### src/rtl/qspi_pkg.sv
// Shared definitions for the QSPI flash emulator.
//   state_e        : transaction state machine encoding
//   CmdQuadRead    : the only supported command (quad I/O fast read)
//   ContModeNibble : upper mode nibble that arms continuous-read mode
package qspi_pkg;

  typedef enum logic [2:0] {
    StIdle,
    StCmd,
    StAddr,
    StMode,
    StDummy,
    StData,
    StIgnore
  } state_e;

  localparam logic [7:0] CmdQuadRead    = 8'hEB;
  localparam logic [3:0] ContModeNibble = 4'hA;

endpackage

### src/rtl/qspi_delay_line.sv
// Programmable output delay line.
//   clk, rst : system clock, synchronous active-high reset
//   flush    : clears every stage (used when chip select rises)
//   lat      : delay selection in clk cycles, 0..MAX_LATENCY
//   din      : undelayed input word
//   dout     : din delayed by lat cycles (lat = 0 passes din straight through)
module qspi_delay_line #(
  parameter int unsigned WIDTH       = 5,
  parameter int unsigned MAX_LATENCY = 5,
  parameter int unsigned LW          = (MAX_LATENCY > 0) ? $clog2(MAX_LATENCY + 1) : 1
) (
  input  logic             clk,
  input  logic             rst,
  input  logic             flush,
  input  logic [LW-1:0]    lat,
  input  logic [WIDTH-1:0] din,
  output logic [WIDTH-1:0] dout
);

  localparam int unsigned Depth = (MAX_LATENCY > 0) ? MAX_LATENCY : 1;

  logic [WIDTH-1:0] stage [Depth];

  always_ff @(posedge clk) begin
    if (rst || flush) begin
      for (int i = 0; i < Depth; i++) stage[i] <= '0;
    end else begin
      stage[0] <= din;
      for (int i = 1; i < Depth; i++) stage[i] <= stage[i-1];
    end
  end

  always_comb begin
    dout = din;
    for (int i = 1; i <= Depth; i++) begin
      if (int'(lat) == i) dout = stage[i-1];
    end
  end

endmodule

### src/rtl/qspi_flash_emu.sv
// QSPI flash emulator supporting the 0xEB quad I/O read with continuous-read mode.
// The QSPI bus is oversampled by clk; all inputs are registered once and edges are
// detected against the previous sample.
//   clk, rst            : system clock, synchronous active-high reset
//   qspi_clk_i          : QSPI serial clock (period >= 4 clk)
//   qspi_cs_n_i         : chip select, active low
//   qspi_d_i / qspi_d_o : host-to-device lanes / device-to-host nibble
//   qspi_d_oe           : high while qspi_d_o is driven
//   latency_i           : extra output delay, clamped to MAX_LATENCY, sampled at cs fall
//   mem_rd_o/mem_addr_o : one-cycle backing-store read strobe and byte address
//   mem_data_i          : read data, valid the cycle after mem_rd_o
//   cont_mode_o         : continuous-read mode armed (next transaction skips command)
//   err_o               : one-cycle pulse on an unsupported command
module qspi_flash_emu import qspi_pkg::*; #(
  parameter int unsigned ADDR_BITS     = 24,
  parameter int unsigned DUMMY_NIBBLES = 4,
  parameter int unsigned MAX_LATENCY   = 5,
  parameter int unsigned LW            = (MAX_LATENCY > 0) ? $clog2(MAX_LATENCY + 1) : 1
) (
  input  logic                 clk,
  input  logic                 rst,
  input  logic                 qspi_clk_i,
  input  logic                 qspi_cs_n_i,
  input  logic [3:0]           qspi_d_i,
  output logic [3:0]           qspi_d_o,
  output logic                 qspi_d_oe,
  input  logic [LW-1:0]        latency_i,
  output logic                 mem_rd_o,
  output logic [ADDR_BITS-1:0] mem_addr_o,
  input  logic [7:0]           mem_data_i,
  output logic                 cont_mode_o,
  output logic                 err_o
);

  localparam int unsigned AddrNibbles = ADDR_BITS / 4;
  localparam logic [LW-1:0] MaxLat = LW'(MAX_LATENCY);

  // Input sampling and edge detection
  logic       clk_r, clk_p, cs_r, cs_p;
  logic [3:0] d_r;
  logic       clk_rise, clk_fall, cs_rise, cs_fall;

  // Reset loads both samples from the live pins so a cs already low after reset
  // does not look like a fresh falling edge.
  always_ff @(posedge clk) begin
    if (rst) begin
      clk_r <= qspi_clk_i;
      clk_p <= qspi_clk_i;
      cs_r  <= qspi_cs_n_i;
      cs_p  <= qspi_cs_n_i;
      d_r   <= qspi_d_i;
    end else begin
      clk_r <= qspi_clk_i;
      clk_p <= clk_r;
      cs_r  <= qspi_cs_n_i;
      cs_p  <= cs_r;
      d_r   <= qspi_d_i;
    end
  end

  assign clk_rise = clk_r & ~clk_p;
  assign clk_fall = ~clk_r & clk_p;
  assign cs_rise  = cs_r & ~cs_p;
  assign cs_fall  = ~cs_r & cs_p;

  // Transaction state machine
  state_e               state;
  logic [7:0]           cnt;
  logic [6:0]           cmd;
  logic [ADDR_BITS-1:0] addr_sh;
  logic [3:0]           mode_hi;
  logic [LW-1:0]        lat;
  logic                 rd_pend;
  logic [7:0]           next_byte;
  logic [3:0]           low_nib;
  logic                 hi_phase;
  logic                 out_en;
  logic [3:0]           out_nib;

  always_ff @(posedge clk) begin
    if (rst) begin
      state       <= StIdle;
      cnt         <= '0;
      cmd         <= '0;
      addr_sh     <= '0;
      mode_hi     <= '0;
      lat         <= '0;
      rd_pend     <= 1'b0;
      next_byte   <= '0;
      low_nib     <= '0;
      hi_phase    <= 1'b1;
      out_en      <= 1'b0;
      out_nib     <= '0;
      mem_rd_o    <= 1'b0;
      mem_addr_o  <= '0;
      cont_mode_o <= 1'b0;
      err_o       <= 1'b0;
    end else begin
      mem_rd_o <= 1'b0;
      err_o    <= 1'b0;
      rd_pend  <= mem_rd_o;
      if (rd_pend) next_byte <= mem_data_i;

      if (cs_rise) begin
        state   <= StIdle;
        out_en  <= 1'b0;
        out_nib <= '0;
      end else begin
        case (state)
          StIdle: begin
            if (cs_fall) begin
              state <= cont_mode_o ? StAddr : StCmd;
              cnt   <= '0;
              lat   <= (latency_i > MaxLat) ? MaxLat : latency_i;
            end
          end
          StCmd: begin
            if (clk_rise) begin
              cmd <= {cmd[5:0], d_r[0]};
              cnt <= cnt + 8'd1;
              if (cnt == 8'd7) begin
                cnt <= '0;
                if ({cmd, d_r[0]} == CmdQuadRead) begin
                  state <= StAddr;
                end else begin
                  state       <= StIgnore;
                  err_o       <= 1'b1;
                  cont_mode_o <= 1'b0;
                end
              end
            end
          end
          StAddr: begin
            if (clk_rise) begin
              addr_sh <= {addr_sh[ADDR_BITS-5:0], d_r};
              cnt     <= cnt + 8'd1;
              if (cnt == 8'(AddrNibbles - 1)) begin
                cnt        <= '0;
                mem_rd_o   <= 1'b1;
                mem_addr_o <= {addr_sh[ADDR_BITS-5:0], d_r};
                state      <= StMode;
              end
            end
          end
          StMode: begin
            if (clk_rise) begin
              cnt <= cnt + 8'd1;
              if (cnt == 8'd0) begin
                mode_hi <= d_r;
              end else begin
                cnt         <= '0;
                cont_mode_o <= (mode_hi == ContModeNibble);
                hi_phase    <= 1'b1;
                state       <= (DUMMY_NIBBLES == 0) ? StData : StDummy;
              end
            end
          end
          StDummy: begin
            if (clk_rise) begin
              cnt <= cnt + 8'd1;
              if (cnt == 8'(DUMMY_NIBBLES - 1)) begin
                cnt      <= '0;
                hi_phase <= 1'b1;
                state    <= StData;
              end
            end
          end
          StData: begin
            if (clk_fall) begin
              out_en   <= 1'b1;
              hi_phase <= ~hi_phase;
              if (hi_phase) begin
                // Keep the low nibble aside: the prefetch issued here overwrites next_byte.
                out_nib    <= next_byte[7:4];
                low_nib    <= next_byte[3:0];
                mem_rd_o   <= 1'b1;
                mem_addr_o <= mem_addr_o + ADDR_BITS'(1);
              end else begin
                out_nib <= low_nib;
              end
            end
          end
          StIgnore: state <= StIgnore;
          default:  state <= StIdle;
        endcase
      end
    end
  end

  // Output delay: enable and nibble travel together so they stay aligned.
  logic [4:0] dly_out;

  qspi_delay_line #(
    .WIDTH       (5),
    .MAX_LATENCY (MAX_LATENCY),
    .LW          (LW)
  ) u_delay_line (
    .clk   (clk),
    .rst   (rst),
    .flush (cs_rise),
    .lat   (lat),
    .din   ({out_en, out_nib}),
    .dout  (dly_out)
  );

  assign qspi_d_oe = dly_out[4];
  assign qspi_d_o  = dly_out[3:0] & {4{dly_out[4]}};

endmodule
### config.mk
export PLATFORM = sky130hd
export DESIGN_NAME = qspi_flash_emu
export DESIGN_NICKNAME = d
export VERILOG_FILES = /design/src/rtl/qspi_pkg.sv /design/src/rtl/qspi_delay_line.sv /design/src/rtl/qspi_flash_emu.sv
export SDC_FILE = /design/constraint.sdc
export NUM_CORES = 1
export LEC_CHECK = 0
export CORE_ASPECT_RATIO = 2
export CORE_UTILIZATION = 45
export CTS_CLUSTER_SIZE = 28
export DETAILED_ROUTE_END_ITERATION = 8
export PLACE_DENSITY = 0.7
export SLEW_MARGIN = 20
export SYNTH_ARGS = -nofsm -noshare
export SYNTH_HDL_FRONTEND = slang
export SYNTH_SLANG_ARGS = --single-unit
### constraint.sdc
create_clock -name clk -period 2.36 [get_ports clk]
set_input_delay 0.59 -clock clk [delete_from_list [all_inputs] [get_ports clk]]
set_output_delay 0.59 -clock clk [all_outputs]
set_load 0.01 [all_outputs]
* Yosys cells after proc, flatten, opt, wreduce, memory -nomap -nowiden
Memories as Yosys holds them, arrays and structs flattened.
Cells that the tools add are included.
** Cells by class
- Add/sub/neg operators :: 2
- Multiply operators :: 0
- Div/mod/pow operators :: 0
- Magnitude comparators :: 1
- Eq/ne operators :: 28
- Shift-type cells :: 0
- Multiplexer cells :: 62
- Bitwise gates (word level) :: 20
- Reductions and logical operators :: 20
** Operators with widths (number)
- 24-bit two-way mux :: 4
- 8-bit two-way mux :: 9
- 5-bit two-way mux :: 10
- 24-bit case mux with 2 select lines :: 1
- 8-bit case mux with 5 select lines :: 1
- 3-bit two-way mux :: 11
- 24-bit by 1-bit adder with 24-bit output, second input constant :: 1
- 2-bit != test, second input constant :: 12
- 3-bit equality test, second input constant :: 7
- 3-bit case mux with 7 select lines :: 1
- 7-bit AND reduction :: 3
- 1-bit two-way mux :: 20
- 8-bit by 3-bit equality test with 1-bit output, second input constant :: 2
- 1-bit inverter :: 10
- 10-bit AND reduction :: 1
- 3-bit by 2-bit equality test with 1-bit output, second input constant :: 3
- 3-bit AND reduction :: 3
- 8-bit by 1-bit adder with 8-bit output, second input constant :: 1
- 8-bit by 2-bit equality test with 1-bit output, second input constant :: 1
- 8-bit equality test, second input constant :: 1
- 8-bit logical NOT :: 1
- 4-bit AND reduction :: 2
- 6-bit AND reduction :: 1
- 1-bit OR :: 5
- other kinds (17) :: 22
** Storage, ports and cells
- Register bits :: 99
- Latch bits :: 0
- RAM bits :: 25
- Bits in read-only memories :: 0
- Input bits :: 19
- Output and inout port bits :: 32
- Memories :: 1
** Memory list
- u_delay_line.stage :: depth 5, bits a word 5, rd ports 5, clocked after Yosys merged registers in 0, wr ports 5, line qspi_delay_line.sv:22 : logic [WIDTH-1:0] stage [Depth];

* Logic depth before layout (Yosys ltp)
Gate-level depths: netlist of the first run.
- Depth in word-level cells :: 7
- Depth in mapped cells :: 8

* Modules after synthesis
A second synthesis of the first run with hierarchy kept.
** Unflattened totals
- Cell total of the unflattened synthesis :: 663
- Area total of the unflattened synthesis :: 5636.7 um^2
** By module, submodules not included
- qspi_flash_emu :: instances 1, cells an instance 562, area each 4609.4 um^2
- qspi_delay_line :: instances 1, cells an instance 101, area each 1027.2 um^2

* Worst setup path after synthesis of the first run
OpenSTA, ideal clock, no wires.
- Path type :: flip-flop to output port
- Start :: reg lat[0]
- End :: out qspi_d_o[3]
- Data arrival time :: 1.646 ns
- Slack :: 0.124 ns
- Stages on the path, launching flop included :: 6
- Path buffers :: 1
- Path through :: dfxtp_1 clkbuf_1 o21ai_0 a22oi_1 o21ai_0 a2111oi_0
** Between the ends
- Word-level cells in the longest chain between the ends :: 7
- Elaborated cells on any way between the ends :: 11
** RTL lines
- from (decl) :: line qspi_flash_emu.sv:72 : logic [LW-1:0] lat;
- from (signal assigned) :: line qspi_flash_emu.sv:114 : lat <= (latency_i > MaxLat) ? MaxLat : latency_i;
- 3-bit by 2-bit equality test with 1-bit output :: line qspi_delay_line.sv:36 : if (int'(lat) == i) dout = stage[i-1];
- 5-bit two-way mux (4 in series) :: line qspi_delay_line.sv:36
- 5-bit two-way mux * :: line qspi_delay_line.sv:36
- 4-bit bitwise AND * :: line qspi_flash_emu.sv:207 : assign qspi_d_o = dly_out[3:0] & {4{dly_out[4]}};
- to (decl) :: line qspi_flash_emu.sv:25 : output logic [3:0] qspi_d_o,
Every way passes the cells marked *; elsewhere a longest branch is shown, timed or not.

* Worst setup path in the final report of the first run
- Start :: reg lat[0]
- End :: out qspi_d_o[0]
The elaborated chain is that of the path after synthesis.

==> run summary, run 1 <==
The run finished, with violations left. The checks that failed: negative setup slack. Pin count of the biggest net entering global routing: 46. After detailed placement, the total cell area comes to 6372 µm². Global routing consumed, over all layers together, 24.62% of the routing resources. The count of port buffers added during placement is 50.

After synthesis the cells add up to 5632 µm². Among cell families on the critical path, the largest total delay comes from multiplexers. Max-cap violations in this run came to 0.

Summed over all nets, the half-perimeter wirelength after detailed placement is 10730 µm. For this run, the slowest stage of the critical path takes 510 ps. Subtracting the final worst setup slack from the clock period gives 2428 ps. The highest-delay cell along the critical path was sky130_fd_sc_hd__mux4_2. STA classifies the critical path endpoint as a primary output. The synthesized area divided by synthesized cell count came out at 8.393 µm². The number of buffers and inverters on the critical path is 2. Yosys printed 0 warnings. In the layout the commonest cells are sky130_fd_sc_hd__dfxtp_1 (121), sky130_fd_sc_hd__nand2_1 (90), sky130_fd_sc_hd__nor2_1 (68). For this block, the via count after detailed routing is 5233.

Leaving out fill and tap cells, the most frequent cell in the layout is sky130_fd_sc_hd__dfxtp_1. On the final layout, the worst hold slack is 449.7 ps. The signed area change from the synthesized netlist to the final layout was 24.79%. Counting along the longest clock path gives a buffer depth of 2.

The hold-fix buffer count after cts is 0. The via-per-instance ratio works out to 5.880. The critical path goes through mux4_2, mux2i_2, buf_4, nor3_1, buf_2. Sequential cells account for 40.9% of the total power. The count of flip-flops with a built-in enable after synthesis was 0.

The post-placement setup slack came out at -106.6 ps. For the number of distinct library cells after synthesis, the log shows 65. Of the cells placed in the final design, the portion with a size suffix greater than 1 is 13.73%.

The tools report the total chip power as 5.230 mW. The logs give 5.6% for the relative contribution of combinational cells to total power and 671 for the number of instances in the synthesized netlist. The total iterations of the first detailed-routing run was 5. The final instance count without filler cells is 890. Summed over all cells, the static leakage comes to 2.630 nW.

The core occupancy in the finished layout is 57.63%, and the power density over the cells is 744.2 nW/µm². The final cycle utilization of the critical path was 102.9%; the actual transition at the worst max-transition pin was 629.8 ps. The run gives 17 as the number of buffers created by CTS. The CTS H-tree depth was 4. The most used flip-flop cell after synthesis is sky130_fd_sc_hd__dfxtp_1.

For the count of antenna-violating nets left after detailed routing, the log shows 0. The clock input transition at the sequential cells of the worst setup and hold paths was 60 ps. The die is 81.11 µm wide.

For this block, the routed nets add up to 15240 µm of wire. Internal power comes to 4.027 mW. The tightest slew margin relative to the limit was 57.82%. Critical-path maximum fanout: 4.

TritonCTS built the clock tree. In this run the power spent charging and discharging nets is 1.203 mW. Summed over all layers, the global routing overflow is 0. In the final routed layout, each cell accounts on average for 17.12 µm. The worst clock skew on the final layout is 8.472 ps.

For this run, asynchronously set or reset flops after synthesis account for 0%. The number of max-slew violations in the final report was 0; the clock sink total was 124. In this run switching power makes up 23.01% of total power. The total inserted antenna cells was 0.

Post-CTS setup buffer count: 0. Sequential cells were found to cover 44.08% of the synthesized design area. The routability congestion estimate was 0.9241; the area of the core was 12200 µm². The number of design-rule violations left by the first detailed-router iteration was 213; the y dimension of the die was 160.2 µm. Peak supply drop: 551.1 µV. In this run the core area contains 57 standard-cell rows. The number of failing hold endpoints at the final stage came out at 0.

The logs give 53.5% for the share of power burned in the clock network and 858 for the cell count after placement. The min-delay analysis places its worst path in the category reg2reg. The worst setup path is launched from a flop.

The run gives 5260 as the via count of the first global-routing pass. Setup repair after global routing could not meet its margin everywhere. At the worst endpoint, the arrival time is 1840 ps.

The number of nets in the final layout was 753; the initial antenna violation count was 0. The net count of the mapped netlist came out at 694. The final setup violation count was 5. Global-route wire length before repair: 24530 µm. The cell at the root of the clock tree was sky130_fd_sc_hd__clkbuf_16. For this run, design rule violations remaining after detail routing come to 0. The synthesized design contains 124 register bits. Summed over all failing endpoints, the final setup total negative slack is -235.6 ps.

The class of the most critical setup path was reg2out. Latest clock arrival within the worst-skew pair: 420 ps. Area enclosed by the die boundary: 12990 µm². The finished cells cover 7028 µm².

Timing would allow up to 411.9 MHz. The run gives 46.18% as the starting utilization of the core area. Count of boundary I/O pins: 51.

The smallest setup slack after layout was -67.66 ps; the data required time at the worst endpoint was 1770 ps.
[power by group through the flow]
stage | Combinational (mW) | Sequential (mW) | Clock (mW)
after detailed placement | 0.285 | 2.18 | 0
after global routing | 0.316 | 2.14 | 2.92
after floorplan | 0.195 | 2.17 | 0
final | 0.294 | 2.14 | 2.80
after global placement | 0.277 | 2.18 | 0
after CTS | 0.289 | 2.14 | 2.82
[path summary, 6_finish.rpt]
| check | start | end | slack [ps] | depth (start not counted) |
|---|---|---|---|---|
| setup / recovery | lat[0]$_SDFFE_PP0P_ | qspi_d_o[0] | -70 | 5 |
| hold / removal | u_delay_line.stage[1][0]$_SDFF_PP0_ | u_delay_line.stage[2][0]$_SDFF_PP0_ | 450 | 2 |
| setup reg to reg | state[2]$_SDFFE_PP0P_ | cnt[2]$_SDFFE_PP0P_ | 300 | 6 |
| hold reg to reg | u_delay_line.stage[1][0]$_SDFF_PP0_ | u_delay_line.stage[2][0]$_SDFF_PP0_ | 450 | 2 |
[per-layer routing]
metal	wire length, µm	vias up	GRT usage [%]	share of wire, %
met3	674	69	4.743	4.4
met4	860	0	17.13	5.6
li1	-	2512	-	-
met1	5546	2456	23.87	36
met5	0	-	0	0
met2	8155	196	44.50	54
[logic make-up (layout without fill, tap and decap cells)]
family / count (synthesis) / after routing / share of synthesized area, %
compound gates: 153 / 153 / 17.22
fa+ha+maj: 4 / 4 / 0.8887
mux: 36 / 36 / 6.710
buf+inv: 57 / 129 / 4.532
xor+xnor: 6 / 6 / 0.9331
simple gates: 291 / 291 / 25.64
flops: 124 / 124 / 44.08
[flip-flops by register name, summed over array words and instances, names as in the netlist, 3 cells and up]
signal,flops
lat,3
d_r,4
cmd,7
low_nib,4
mem_addr_o,24
mode_hi,4
state,3
u_delay_line.stage,25
addr_sh,20
next_byte,8
out_nib,4
cnt,8
[what timing repair did]
action,in CTS,in global routing
gates resized for setup,30,9
pin swaps,3,3
gates cloned,0,0
endpoints found under the setup margin,5,5
[synthesized netlist by cell type, types with 2 or more instances]
master | n | area, µm²
sky130_fd_sc_hd__dfxtp_1 | 124 | 2482
sky130_fd_sc_hd__nand2_1 | 90 | 337.8
sky130_fd_sc_hd__nor2_1 | 68 | 255.2
sky130_fd_sc_hd__a21oi_1 | 60 | 300.3
sky130_fd_sc_hd__and3_1 | 32 | 200.2
sky130_fd_sc_hd__clkbuf_1 | 31 | 116.4
sky130_fd_sc_hd__mux2i_1 | 31 | 310.3
sky130_fd_sc_hd__o21ai_0 | 30 | 150.1
sky130_fd_sc_hd__nand3_1 | 25 | 125.1
sky130_fd_sc_hd__nor3_1 | 14 | 70.07
sky130_fd_sc_hd__inv_1 | 13 | 48.80
sky130_fd_sc_hd__a211oi_1 | 11 | 82.58
sky130_fd_sc_hd__nand4_1 | 10 | 62.56
sky130_fd_sc_hd__and2_1 | 9 | 56.30
sky130_fd_sc_hd__nor4_1 | 9 | 56.30
sky130_fd_sc_hd__a31oi_1 | 8 | 50.05
sky130_fd_sc_hd__buf_2 | 7 | 35.03
sky130_fd_sc_hd__o22ai_1 | 6 | 37.54
sky130_fd_sc_hd__xnor2_1 | 6 | 52.55
sky130_fd_sc_hd__o31ai_1 | 5 | 37.54
sky130_fd_sc_hd__ha_1 | 4 | 50.05
sky130_fd_sc_hd__mux2_2 | 4 | 45.04
sky130_fd_sc_hd__nand2b_1 | 4 | 25.02
sky130_fd_sc_hd__nor2b_1 | 4 | 25.02
sky130_fd_sc_hd__nor3b_1 | 4 | 30.03
sky130_fd_sc_hd__a221oi_1 | 3 | 26.28
sky130_fd_sc_hd__a311oi_1 | 3 | 26.28
sky130_fd_sc_hd__a32o_1 | 3 | 30.03
sky130_fd_sc_hd__o211ai_1 | 3 | 22.52
sky130_fd_sc_hd__or2_2 | 3 | 18.77
sky130_fd_sc_hd__a21o_1 | 2 | 15.01
sky130_fd_sc_hd__a22o_1 | 2 | 17.52
sky130_fd_sc_hd__a22oi_1 | 2 | 15.01
sky130_fd_sc_hd__a41o_1 | 2 | 20.02
sky130_fd_sc_hd__and3b_2 | 2 | 20.02
sky130_fd_sc_hd__buf_4 | 2 | 15.01
sky130_fd_sc_hd__buf_6 | 2 | 22.52
sky130_fd_sc_hd__nor4b_1 | 2 | 17.52
sky130_fd_sc_hd__o21a_1 | 2 | 15.01
sky130_fd_sc_hd__o311a_1 | 2 | 20.02
sky130_fd_sc_hd__o41ai_1 | 2 | 17.52
sky130_fd_sc_hd__or3_1 | 2 | 12.51
[cell type report]
| cell class | instances | area, µm² |
|---|---|---|
| fill | 1082 | 5167 |
| multi-input combinational | 490 | 2915 |
| sequential | 124 | 2491 |
| timing repair buffer | 84 | 752.0 |
| clock buffer | 18 | 429.2 |
| clock inverter | 14 | 207.7 |
| tap | 147 | 183.9 |
| inverter | 13 | 48.80 |
[worst min-delay path, cell delays in order (launching register included)]
cell and delay, ps:
sky130_fd_sc_hd__dfxtp_1 300, sky130_fd_sc_hd__inv_1 70, sky130_fd_sc_hd__nor2_1 50
No activity file was read; power rests on OpenSTA's default activity.
==> run 2, diff against run 1 <==
--- a/config.mk
+++ b/config.mk
@@ -10,6 +10,7 @@
 export CTS_CLUSTER_SIZE = 28
 export DETAILED_ROUTE_END_ITERATION = 8
 export PLACE_DENSITY = 0.7
+export SKIP_CTS_REPAIR_TIMING = 1
 export SLEW_MARGIN = 20
 export SYNTH_ARGS = -nofsm -noshare
 export SYNTH_HDL_FRONTEND = slang
==> run 2 against run 1 <==
  * Critical path depth unchanged
  * First-iteration DRC count increased by 13%
  * Sequential power is essentially flat
  * Design area is essentially flat
  * The flow still finishes with violations (negative setup slack)
  * Sequential cell count did not move
==> run summary, run 2 (synthesis results as in run 1) <==
The run gives 51 (unchanged) as the count of boundary I/O pins. The global-route wire length before repair is 24440 µm (-0.37%), and the met1 routed wirelength after detailed routing is 5523 µm (-0.41%). The flow ran to the end, but the final reports show violations. More flip-flops sit in one register than any other, and that register is u_delay_line.stage. For the number of nets in the final layout, the log shows 753 (unchanged). The number of failing hold endpoints at the final stage is 0 (unchanged), and the count of port buffers added during placement is 50 (unchanged).

The latest clock arrival within the worst-skew pair came out at 420 ps (about the same). The most common library cell in the layout ignoring fill and taps is sky130_fd_sc_hd__dfxtp_1. The largest registers in the layout are u_delay_line.stage x25, mem_addr_o x24, addr_sh x20.

The routability congestion estimate was 0.9241 (unchanged); the wire length after detailed routing was 15170 µm (-0.45%). The logs give 40.9% (about the same) for the sequential power share and -106.6 ps (unchanged) for the post-placement setup slack. The total negative slack for setup checks was -83.77 ps (+151.9 ps); the area of the core was 12200 µm² (unchanged). The total iterations of the first detailed-routing run was 5 (unchanged); the number of max-slew violations in the final report was 0 (unchanged). CTS placed an instance of sky130_fd_sc_hd__clkbuf_16 at the clock tree root.

The via count of the first global-routing pass was 5267 (+0.13%); the cell internal power dissipation was 4.027 mW (about the same). The worst clock skew on the final layout is 9.792 ps (+1.320 ps). The detailed-route via count was 5225 (-0.15%). The detailed router used layers up to and including met4. The final cycle utilization of the critical path works out to 101.1% (-1.8 points). The CTS H-tree depth is 4 (unchanged).

Post-detailed-route wirelength per cell: 17.04 µm (-0.45%). Actual transition at the worst max-transition pin: 629.8 ps (-0.003815 ps). The logs give 12990 µm² (unchanged) for the area enclosed by the die boundary and 6372 µm² (unchanged) for the total placed instance area. The critical-path maximum fanout was 4 (unchanged). The final standard cell area without fillers is 7033 µm² (about the same), and the tightest slew margin relative to the limit is 57.82% (about the same).

The length of routed met3 wiring is 644 µm (-4.5%), and the relative contribution of combinational cells to total power is 5.6% (about the same). The share of total power consumed by net switching works out to 23.02% (about the same). For the core occupancy in the finished layout, the log shows 57.67% (about the same). The path class of the tightest hold or removal check is reg2reg.

Setup repair after global routing could not meet its margin everywhere. The logs give 53.5% (about the same) for the share of power burned in the clock network and 553.1 µV (+0.36%) for the peak supply drop. The run gives 8158 µm (about the same) as the met2 layer wire length in the routed design.

The setup slack of the worst register-to-register path was 290 ps (about the same); the net switching power was 1.204 mW (about the same). The power density over the cells works out to 743.8 nW/µm² (about the same). The placed wire-length estimate was 10730 µm (unchanged). The final reports fail on negative setup slack. For the number of max-cap violations, the log shows 0 (unchanged). The starting utilization of the core area is 46.18% (unchanged). The critical path is of the reg2out type. The DRC violation count after routing was 0 (unchanged); the count of antenna-violating nets left after detailed routing was 0 (unchanged). The run gives 2.631 nW (about the same) as the static power due to leakage.

The run gives 241 (+13%) as the number of design-rule violations left by the first detailed-router iteration. The via-per-instance ratio is 5.871 (-0.15%). The signed area change from the synthesized netlist to the final layout is 24.88% (about the same), and the row count is 57 (unchanged). Clock input transition at the sequential cells of the worst setup and hold paths: 60 ps (about the same). The data required time at the worst endpoint was 1770 ps (about the same); the upper clock frequency limit was 419.2 MHz (+1.8%). TritonCTS built the clock tree. The global-route usage over all layers was 24.54% (-0.081 points); the flip-flop count of the largest register after layout was 25 (unchanged). The startpoint kind of the worst setup timing path is a flop.

The run gives 46 (unchanged) as the pin count of the biggest net entering global routing. For the data arrival time at the worst-slack endpoint, the log shows 1800 ps (-40 ps). The clock sink total was 124 (unchanged); the share of layout cells above drive strength 1 was 13.73% (unchanged). The final instance count without filler cells is 890 (unchanged), and the smallest setup slack after layout is -25.64 ps (+42.02 ps). The post-layout minimum cycle time is 2386 ps (-42.02 ps), and the total chip power is 5.231 mW (about the same). Initial antenna violation count: 0 (unchanged).

For the worst-case clock buffer depth, the log shows 2 (unchanged). The run gives 0 (unchanged) as the total inserted antenna cells. Leaving out fill and tap cells, the most frequent cells in the layout are sky130_fd_sc_hd__dfxtp_1 (121), sky130_fd_sc_hd__nand2_1 (90), sky130_fd_sc_hd__nor2_1 (68). Y dimension of the die: 160.2 µm (unchanged). Width of the die: 81.11 µm (unchanged).

The global route total overflow was 0 (unchanged). The number of buffers created by CTS came out at 17 (unchanged). The final setup violation count was 4 (-1).

The tools report the endpoint type of the worst setup path as a primary output. The cell count after placement was 858 (unchanged). The tools report the tightest hold margin as 451.5 ps (+1.788 ps).
[run 2: critical path: stages, from the launching register on]
cell                      delay, ps
sky130_fd_sc_hd__dfxtp_4        370
sky130_fd_sc_hd__mux4_2         500
sky130_fd_sc_hd__mux2i_2        180
sky130_fd_sc_hd__buf_4          160
sky130_fd_sc_hd__nor3_2          30
sky130_fd_sc_hd__buf_2          130
[run 2: power groups by stage]
stage	clock network [mW]	registers, mW	logic (mW)
3_3_place_gp	0	2.18	0.277
6_report	2.80	2.14	0.295
3_5_place_dp	0	2.18	0.285
4_1_cts	2.82	2.14	0.287
2_1_floorplan	0	2.17	0.195
5_1_grt	2.92	2.14	0.318
[run 2: final timing paths]
kind                                            start                             endpoint  depth (start not counted)
setup reg to reg                state[2]$_SDFFE_PP0P_                  cnt[2]$_SDFFE_PP0P_                          6
hold / removal    u_delay_line.stage[1][0]$_SDFF_PP0_  u_delay_line.stage[2][0]$_SDFF_PP0_                          2
hold reg to reg   u_delay_line.stage[1][0]$_SDFF_PP0_  u_delay_line.stage[2][0]$_SDFF_PP0_                          2
setup / recovery                  lat[0]$_SDFFE_PP0P_                          qspi_d_o[0]                          5
[run 2: per-layer routing]
metal	GRT usage, %	vias up
met5	0	-
met4	17.13	0
met3	4.743	64
met2	44.46	181
met1	23.66	2469
li1	-	2511
[run 2: layout make-up]
type,count,area [µm²]
Fill cell,1080,5162
Inverter,13,48.80
Tap cell,147,183.9
Multi-Input combinational cell,490,2920
Timing Repair Buffer,84,752.0
Clock inverter,14,207.7
Sequential cell,124,2491
Clock buffer,18,429.2
==> run 3, diff against run 2 <==
--- a/config.mk
+++ b/config.mk
@@ -7,7 +7,7 @@
 export LEC_CHECK = 0
 export CORE_ASPECT_RATIO = 2
 export CORE_UTILIZATION = 45
-export CTS_CLUSTER_SIZE = 28
+export CTS_CLUSTER_SIZE = 40
 export DETAILED_ROUTE_END_ITERATION = 8
 export PLACE_DENSITY = 0.7
 export SKIP_CTS_REPAIR_TIMING = 1
==> results of run 3 <==
No change in the layout: final DEF, timing and power equal those of run 2.
